### src/rtl/mem_lsu_pkg.sv
// Shared types and byte-lane helpers for the load/store unit.
// Size codes, FSM states and the captured request bundle.
package mem_lsu_pkg;

    localparam logic [1:0] SZ_BYTE = 2'b00;
    localparam logic [1:0] SZ_HALF = 2'b01;
    localparam logic [1:0] SZ_WORD = 2'b10;
    localparam logic [1:0] SZ_BAD  = 2'b11;

    typedef enum logic [2:0] {
        IDLE,
        RD,
        RMW_RD,
        WR,
        RESP
    } state_t;

    typedef struct packed {
        logic [1:0] off;
        logic [1:0] size;
        logic       sgn;
    } lsu_req_t;

    function automatic logic [4:0] lane_shift(
        input logic [1:0] off,
        input logic [1:0] size
    );
        if (size == SZ_HALF)
            return {off[1], 4'b0000};
        return {off, 3'b000};
    endfunction

    function automatic logic [31:0] lane_mask(
        input logic [1:0] size
    );
        unique case (1'b1)
            size == SZ_BYTE: return 32'h0000_00ff;
            size == SZ_HALF: return 32'h0000_ffff;
            default:         return 32'hffff_ffff;
        endcase
    endfunction

    function automatic logic addr_err(
        input logic [1:0] size,
        input logic [1:0] off
    );
        unique case (1'b1)
            size == SZ_BAD:  return 1'b1;
            size == SZ_HALF: return off[0];
            size == SZ_WORD: return off != 2'b00;
            default:         return 1'b0;
        endcase
    endfunction

endpackage

### src/rtl/mem_lsu_if.sv
// CPU-side request/response bundle of the load/store unit.
// master = pipeline MEM stage, slave = mem_lsu.
interface mem_lsu_if #(
    parameter int ADDR_W = 8,
    parameter int DATA_W = 32
);
    logic              req_valid;
    logic              req_ready;
    logic              req_we;
    logic [1:0]        req_size;
    logic              req_signed;
    logic [ADDR_W+1:0] req_addr;
    logic [DATA_W-1:0] req_wdata;
    logic              rsp_valid;
    logic [DATA_W-1:0] rsp_rdata;
    logic              rsp_err;

    modport master (
        output req_valid, req_we, req_size,
        output req_signed, req_addr, req_wdata,
        input  req_ready, rsp_valid,
        input  rsp_rdata, rsp_err
    );

    modport slave (
        input  req_valid, req_we, req_size,
        input  req_signed, req_addr, req_wdata,
        output req_ready, rsp_valid,
        output rsp_rdata, rsp_err
    );
endinterface

### src/rtl/mem_lane_unit.sv
// Byte-lane extract (loads) and merge (sub-word stores).
// Pure combinational; shared by the RD and RMW_RD paths.
module mem_lane_unit
    import mem_lsu_pkg::*;
(
    input  logic [31:0] rdata,
    input  logic [1:0]  off,
    input  logic [1:0]  size,
    input  logic        sgn,
    input  logic [31:0] wdata,
    output logic [31:0] ext,
    output logic [31:0] merged
);
    logic [4:0]  sh;
    logic [31:0] lane;
    logic [31:0] mask;

    always_comb begin
        sh   = lane_shift(off, size);
        mask = lane_mask(size);
        lane = rdata >> sh;
        ext  = lane;
        unique case (1'b1)
            size == SZ_BYTE:
                ext = {{24{sgn & lane[7]}}, lane[7:0]};
            size == SZ_HALF:
                ext = {{16{sgn & lane[15]}}, lane[15:0]};
            default:
                ext = lane;
        endcase
        merged = (rdata & ~(mask << sh))
               | ((wdata & mask) << sh);
    end
endmodule

### src/rtl/mem_lsu.sv
// Load/store initiator for the word-wide data memory port.
// Sub-word stores go through a read-modify-write cycle.
module mem_lsu
    import mem_lsu_pkg::*;
#(
    parameter int ADDR_W = 8,
    parameter int DATA_W = 32
) (
    input  logic              clk,
    input  logic              rst_n,
    mem_lsu_if.slave          bus,
    output logic              mem_read,
    output logic              mem_write,
    output logic [ADDR_W-1:0] mem_addr,
    output logic [DATA_W-1:0] mem_wdata,
    input  logic [DATA_W-1:0] mem_rdata
);
    state_t      state;
    lsu_req_t    cur;
    logic [31:0] ext;
    logic [31:0] merged;
    logic [31:0] rsp_rdata_q;
    logic        rsp_err_q;
    logic [1:0]  in_off;
    logic        in_err;

    assign in_off = bus.req_addr[1:0];
    assign in_err = addr_err(bus.req_size, in_off);

    mem_lane_unit u_lane (
        .rdata  (mem_rdata),
        .off    (cur.off),
        .size   (cur.size),
        .sgn    (cur.sgn),
        .wdata  (mem_wdata),
        .ext    (ext),
        .merged (merged)
    );

    // mem_wdata doubles as the held store data for the RMW merge
    always_ff @(posedge clk or negedge rst_n) begin
        if (!rst_n) begin
            state       <= IDLE;
            cur         <= '0;
            mem_addr    <= '0;
            mem_wdata   <= '0;
            rsp_rdata_q <= '0;
            rsp_err_q   <= 1'b0;
        end else begin
            unique case (state)
                IDLE: begin
                    if (bus.req_valid) begin
                        cur.off   <= in_off;
                        cur.size  <= bus.req_size;
                        cur.sgn   <= bus.req_signed;
                        mem_addr  <= bus.req_addr[ADDR_W+1:2];
                        mem_wdata <= bus.req_wdata;
                        if (in_err) begin
                            rsp_err_q <= 1'b1;
                            state     <= RESP;
                        end else if (!bus.req_we) begin
                            state <= RD;
                        end else if (bus.req_size == SZ_WORD) begin
                            state <= WR;
                        end else begin
                            state <= RMW_RD;
                        end
                    end
                end
                RD: begin
                    rsp_rdata_q <= ext;
                    state       <= RESP;
                end
                RMW_RD: begin
                    mem_wdata <= merged;
                    state     <= WR;
                end
                WR: state <= RESP;
                RESP: begin
                    rsp_rdata_q <= '0;
                    rsp_err_q   <= 1'b0;
                    state       <= IDLE;
                end
                default: state <= IDLE;
            endcase
        end
    end

    assign bus.req_ready = state == IDLE;
    assign bus.rsp_valid = state == RESP;
    assign bus.rsp_rdata = rsp_rdata_q;
    assign bus.rsp_err   = rsp_err_q;
    assign mem_read      = (state == RD) || (state == RMW_RD);
    assign mem_write     = state == WR;
endmodule

### src/flat_wrapper.sv
// flat-port wrapper written by rule: the top's interface ports become plain ports
module mem_lsu_flat import mem_lsu_pkg::*;
#(
    parameter int ADDR_W = 8,
    parameter int DATA_W = 32
)
  (clk, rst_n, mem_read, mem_write, mem_addr, mem_wdata, mem_rdata, bus_req_valid, bus_req_we, bus_req_size, bus_req_signed, bus_req_addr, bus_req_wdata, bus_req_ready, bus_rsp_valid, bus_rsp_rdata, bus_rsp_err);
  mem_lsu_if #(.ADDR_W(ADDR_W), .DATA_W(DATA_W)) bus_i ();
  input  logic clk;
  input  logic rst_n;
  output logic mem_read;
  output logic mem_write;
  output logic [ADDR_W-1:0] mem_addr;
  output logic [DATA_W-1:0] mem_wdata;
  input  logic [DATA_W-1:0] mem_rdata;
  input wire logic [$bits(bus_i.req_valid)-1:0] bus_req_valid;
  input wire logic [$bits(bus_i.req_we)-1:0] bus_req_we;
  input wire logic [$bits(bus_i.req_size)-1:0] bus_req_size;
  input wire logic [$bits(bus_i.req_signed)-1:0] bus_req_signed;
  input wire logic [$bits(bus_i.req_addr)-1:0] bus_req_addr;
  input wire logic [$bits(bus_i.req_wdata)-1:0] bus_req_wdata;
  output wire logic [$bits(bus_i.req_ready)-1:0] bus_req_ready;
  output wire logic [$bits(bus_i.rsp_valid)-1:0] bus_rsp_valid;
  output wire logic [$bits(bus_i.rsp_rdata)-1:0] bus_rsp_rdata;
  output wire logic [$bits(bus_i.rsp_err)-1:0] bus_rsp_err;
  assign bus_i.req_valid = bus_req_valid;
  assign bus_i.req_we = bus_req_we;
  assign bus_i.req_size = bus_req_size;
  assign bus_i.req_signed = bus_req_signed;
  assign bus_i.req_addr = bus_req_addr;
  assign bus_i.req_wdata = bus_req_wdata;
  assign bus_req_ready = bus_i.req_ready;
  assign bus_rsp_valid = bus_i.rsp_valid;
  assign bus_rsp_rdata = bus_i.rsp_rdata;
  assign bus_rsp_err = bus_i.rsp_err;
  mem_lsu #(.ADDR_W(ADDR_W), .DATA_W(DATA_W)) u_core (.clk(clk), .rst_n(rst_n), .bus(bus_i), .mem_read(mem_read), .mem_write(mem_write), .mem_addr(mem_addr), .mem_wdata(mem_wdata), .mem_rdata(mem_rdata));
endmodule
### config.mk
export PLATFORM = sky130hd
export DESIGN_NAME = mem_lsu_flat
export DESIGN_NICKNAME = d
export VERILOG_FILES = /design/src/rtl/mem_lsu_pkg.sv /design/src/rtl/mem_lsu_if.sv /design/src/rtl/mem_lane_unit.sv /design/src/rtl/mem_lsu.sv /design/src/flat_wrapper.sv
export SDC_FILE = /design/constraint.sdc
export NUM_CORES = 1
export LEC_CHECK = 0
export ABC_AREA = 1
export ABC_CLOCK_PERIOD_IN_PS = 1800
export CORE_ASPECT_RATIO = 2
export CORE_MARGIN = 2
export CORE_UTILIZATION = 48
export DETAILED_ROUTE_END_ITERATION = 8
export PLACE_DENSITY_LB_ADDON = 0.08
export SYNTH_ARGS = -nofsm -noshare
export SYNTH_HDL_FRONTEND = slang
export SYNTH_HIERARCHICAL = 1
export SYNTH_SLANG_ARGS = --single-unit
### constraint.sdc
create_clock -name clk -period 1.8 [get_ports clk]
set_input_delay 0.45 -clock clk [delete_from_list [all_inputs] [get_ports clk]]
set_output_delay 0.45 -clock clk [all_outputs]
set_load 0.01 [all_outputs]
# Yosys cells after proc, flatten, opt, wreduce, memory -nomap -nowiden
# Index checks and enable logic that the tools add are counted.
[word_totals] mem_bits_ro=0 out_inout_bits=77 mem_count=0 regBits=81 mem_bits_rw=0 latch_bits=0
[classes] n_mul=0 magnitude_cmp=0 n_addsub=0 bitwise_logic=6 reduce_logical=11 n_mux=17 n_div=0 eq_ne=10 n_shift=3
[op_table] operator="32-bit case mux with 2 select lines" n=4
[op_table] operator="32-bit AND" n=2
[op_table] operator="32-bit by 5-bit left shift with 32-bit output" n=2
[op_table] operator="32-bit two-way mux" n=1
[op_table] operator="32-bit NOT" n=1
[op_table] operator="32-bit OR" n=1
[op_table] operator="32-bit by 5-bit right shift with 32-bit output" n=1
[op_table] operator="5-bit two-way mux" n=2
[op_table] operator="3-bit two-way mux" n=3
[op_table] operator="3-bit case mux with 3 select lines" n=1
[op_table] operator="2-bit nonzero test" n=4
[op_table] operator="3-bit by 2-bit equality test with 1-bit output, second input constant" n=2
[op_table] operator="2-bit by 1-bit equality test with 1-bit output, second input constant" n=2
[op_table] operator="2-bit equality test, second input constant" n=2
[op_table] operator="1-bit two-way mux" n=4
[op_table] operator="2-bit AND reduction" n=2
[op_table] operator="3-bit by 1-bit equality test with 1-bit output, second input constant" n=1
[op_table] operator="3-bit equality test, second input constant" n=1
[op_table] operator="3-bit logical NOT" n=1
[op_table] operator="1-bit case mux with 3 select lines" n=1
[op_table] operator="3-bit AND reduction" n=1
[op_table] operator="1-bit AND" n=2
[op_table] operator="2-bit logical NOT" n=1
[op_table] operator="2-bit by 1-bit != test with 1-bit output, second input constant" n=1
[op_table] operator="other kinds (4)" n=4

# Depth between registers and ports, before layout
[logic_depth] depth_word=8 ltp_mapped=12 ltp_nobuf=10

# Hierarchy
# Netlist, hierarchy kept.
[by_module_without_submodules] module="mem_lsu" area_per_inst_um2=3618.5 cells_each=440 instances=1 seq_area_each_um2=2026.9
[by_module_without_submodules] module="mem_lane_unit" area_per_inst_um2=1778.0 cells_each=343 instances=1 seq_area_each_um2=0.0

# Worst setup path before layout
# Ideal clock, no wire load.
[synth_path] path_type="flip-flop to flip-flop" from="register, netlist name u_core/cur[2]" to="register u_core.mem_wdata[29]" setup_ps=132 period_less_slack_ps=1500 t_arrival_ps=1368 path_stages_with_launch=11 path_slack_ps=300 required_time_ps=1668 path_cell_list="dfrtp_1 -> buf_6 -> inv_2 -> nand2_4 -> nand2_4 -> buf_2 -> o21ai_0 -> o211ai_1 -> nand3_1 -> o21ai_0 -> o21ai_1"
[synth_between] elab_chain_cells=8
[synth_rtl] element="2-bit by 1-bit equality test with 1-bit output" line="mem_lsu_pkg.sv:28, mem_lsu_pkg.sv:38"
[synth_rtl] element="1-bit two-way mux" line="mem_lsu_pkg.sv:28" text="if (size == SZ_HALF)"
[synth_rtl] element="5-bit two-way mux" line="mem_lsu_pkg.sv:30" text="return {off, 3'b000};"
[synth_rtl] element="32-bit by 5-bit left shift with 32-bit output" line="mem_lane_unit.sv:31" text="merged = (rdata & ~(mask << sh))"
[synth_rtl] element="32-bit NOT" line="mem_lane_unit.sv:31"
[synth_rtl] element="32-bit AND" line="mem_lane_unit.sv:31"
[synth_rtl] element="32-bit OR (*)" line="mem_lane_unit.sv:32" text="| ((wdata & mask) << sh);"
[synth_rtl] element="named net u_core.merged[29]" line="mem_lsu.sv:21" text="logic [31:0] merged;"
[synth_rtl] element="32-bit case mux with 2 select lines (*)" line="mem_lsu.sv:50" text="unique case (state)"
[synth_rtl] element="end signal: assignment" line="mem_lsu.sv:57" text="mem_wdata <= bus.req_wdata;"
[synth_rtl] element="end signal: assignment" line="mem_lsu.sv:75" text="mem_wdata <= merged;"
[synth_rtl] element="end: declaration" line="mem_lsu.sv:15" text="output logic [DATA_W-1:0] mem_wdata,"
# The timed path passes the listed nets; every way through them passes the cells marked *.
# A chain may end at the register's enable or synchronous reset.

# Worst setup path in the final report
[layout_path] from="register u_core.mem_wdata[10]" to="output mem_wdata[10]"
[layout_rtl] element="end: declaration" line="flat_wrapper.sv:14" text="output logic [DATA_W-1:0] mem_wdata;"
# No word-level cell between the ends.

==> impl_metrics.ini <==
[power]
p_int_mw = 7.334
combPwrFrac_pct = 62.8
ir_drop_mv = 1.031
finalPower_mw = 13.89
p_clk_share_pct = 14.1
p_sw_mw = 6.559
p_leak_nw = 3.856
switching_share_pct = 47.21
powerDensity_nw_per_um2 = 1825
seqPwrFrac_pct = 23.2

[die]
ios = 158
start_util_pct = 49.30
die_width_um = 78.98
fp.dieH_um = 154.0
rows = 54
dieArea_um2 = 12160
core_um2 = 10950

[outcome]
status = completed

[finish]
fin_util_pct = 69.54
drive_above_1_share_pct = 12.55
fillers = 959
final_nets = 1032
final_cells = 1096
synthToLayoutAreaGrowth_pct = 41.04
n_antenna_cell = 0
final_area_um2 = 7611

[synthesis]
syn_avg_cell_area_um2 = 6.892
synth_mux_area_share_pct = 0
yosys_most_used_dff = dfrtp_1
synth-xor-area-share_pct = 0
synth_commonest_cells = 238 x nand2_1, 130 x nand3_1, 81 x dfrtp_1
ys_seq_elements = 81
syn-num-nets = 864
synth_top_family_by_area = simple AND/OR/NAND/NOR gates
yosys.area_share.adder_pct = 0
synth_compound_area_share_pct = 15.79
synth-edff-count = 0
async_flop_share_pct = 100.0
synthesis.area_um2 = 5396
yosysMostFrequentCell = nand2_1
syn_inst = 783
synth_top_area_share_pct = 37.56
yosysTopAreaCell = dfrtp_1
synth_area_leaders = dfrtp_1 38%, nand2_1 17%, nand3_1 12%
synthSimpleGateAreaFrac_pct = 35.06
ys.warnings.count = 6
synth-seq-area-share_pct = 37.56
ys_types = 26

[critical_path]
crit_path_end_kind = primary output
path_class = reg2out
path_cells = clkdlybuf4s50_1
crit_family = buffers and inverters
worstPathArrival_ns = 1.32
crit_slowest_cell = clkdlybuf4s50_1
cp-start-kind = register
required_ns = 1.35
slowest_delay_ns = 0.58
crit_fanout = 3
worst-path-buf-inv = 1

[placed_design]
gp_congestion = 0.9583
io_buffer_count = 157
pre_cts_ws_ns = -0.01657
placed_cells_incl_taps = 1068
hpwl_mm = 14.68
placed_area_um2 = 7186

[cts]
hold_buffers = 0
cts_buffers = 9
htreeDepth = 3
cts_sinks = 81
worstSkewPairLatency_ns = 0.35
path_clk_slew_ns = 0.07
cts_buffer_depth = 2
cts-root-buf = clkbuf_16
cts_tree = yes

[timing]
fin_ws_ns = 0.02597
setup_viol = 0
period_needed_ns = 1.774
fin_crit_sh_pct = 98.56
hold_viol_final = 0
max_freq_mhz = 563.7
maxSlewViolCount = 0
worstMarginPinSlew_ns = 0.5958
slew_headroom_pct = 60.28
fin_skew_ns = 0.01159
rsz0062_at_grt = false

[route]
drc_errors = 0
drt-initial-drc-count = 344
routed_wirelength_mm = 19.10
vias = 5993
firstDrtPassIters = 5
ant_nets = 0
vias_per_cell = 5.468
wl_per_cell_um = 17.43

[global_routing]
grt_pass1_wl_mm = 29.64
grt_start_max_net_pins = 82
grt_pass1_vias = 5759
gr-usage-all-layers_pct = 31.67
grt-ovfl-total = 0
antenna_found_initial = 0

[min_path]
hold_class = in2async

[job]
drv_cap = 0
stage by stage:
step	hold slack [ns]	TNS (ns)
after floorplan	0.1544	0
after global placement	0.4621	0
after detailed placement	0.4772	-0.01657
after CTS	0.1397	0
after global routing	0.1638	0
final	0.1046	0
registers in the layout, summed over array words and instances, names as in the netlist:
signal / flops
u_core/bus.rsp_err: 1
u_core/mem_wdata: 32
u_core/cur: 5
u_core/bus.rsp_rdata: 32
u_core/state: 3
u_core/mem_addr: 8
layer usage:
metal	global-route usage, %	wire length [µm]	vias up	part of all wire, %
li1	-	-	2908	-
met1	32.87	6570	2795	34
met2	58.84	10500	236	55
met3	3.404	934	54	4.9
met4	19.29	1092	0	5.7
met5	0	0	-	0
layout make-up:
cell class | count | area [µm²] | area share (%)
multi-input combinational | 573 | 2775 | 36.46
clock buffer | 10 | 239.0 | 3.140
sequential | 81 | 2034 | 26.73
timing repair buffer | 212 | 2032 | 26.70
tap | 140 | 175.2 | 2.301
inverter | 74 | 280.3 | 3.682
clock inverter | 6 | 75.07 | 0.9864
path summary, 6_finish.rpt:
check | cells after the start | slack, ns | start | end
max in group asynchronous | 2 | 1.29 | rst_n | u_core/mem_wdata[16]
min in group clk | 2 | 0.49 | u_core/mem_addr[7] | u_core/mem_addr[7]
setup / recovery | 1 | 0.03 | u_core/mem_wdata[10] | mem_wdata[10]
hold reg to reg | 2 | 0.49 | u_core/mem_addr[7] | u_core/mem_addr[7]
setup reg to reg | 10 | 0.12 | u_core/cur[2] | u_core/mem_wdata[14]
hold / removal | 2 | 0.10 | rst_n | u_core/bus.rsp_rdata[7]
layout by cell type, fill, tap and decap left out:
cell type        netlist  layout
buf_2                 25       3
buf_6                 13       2
clkbuf_2               1       1
nand2_4                3       2
nand3_1              130     130
o211ai_1              22      22
o22ai_1                8       8
dlygate4sd2_1          0       2
o21ai_4                0       1
nand2_1              238     237
clkbuf_8               0       1
dfrtp_2                0       6
inv_4                  0       1
bufinv_16              0       1
inv_1                 68      67
nand3_4                2       2
a21oi_1                9       9
nand2_8                0       1
nor2_1                21      21
nor2_2                 3       2
inv_2                  6       6
clkinv_4               0       2
o22ai_4                0       1
and2_1                 1       1
dlymetal6s2s_1         0       1
clkbuf_16              0       9
clkdlybuf4s50_1        0     149
o21ai_1               38      41
inv_6                  0       1
o21ai_0               76      73
buf_4                  3      49
inv_8                  0       1
nand3_2                8       8
nand2_2                8       9
dfrtp_1               81      75
clkinvlp_4             0       1
buf_12                 0       5
nor2_4                 4       5
power groups by stage:
stage / combinational [mW] / clock [mW] / sequential, mW
after floorplan: 4.71 / 0 / 3.43
after global placement: 8.22 / 0 / 3.23
after detailed placement: 8.37 / 0 / 3.25
after CTS: 8.53 / 1.98 / 3.22
after global routing: 9.49 / 2.07 / 3.30
final: 8.72 / 1.96 / 3.22
cells by family after synthesis:
logic type	count (synthesis)
simple gates	418
compound gates	155
buf+inv	129
flops	81
repair_timing:
action                                  in CTS  in global routing
endpoints found under the setup margin      10                 49
setup buffers                                9                  5
gates resized for setup                     18                 17
pin swaps                                    2                  3
Power figures use the tool's default switching activity.
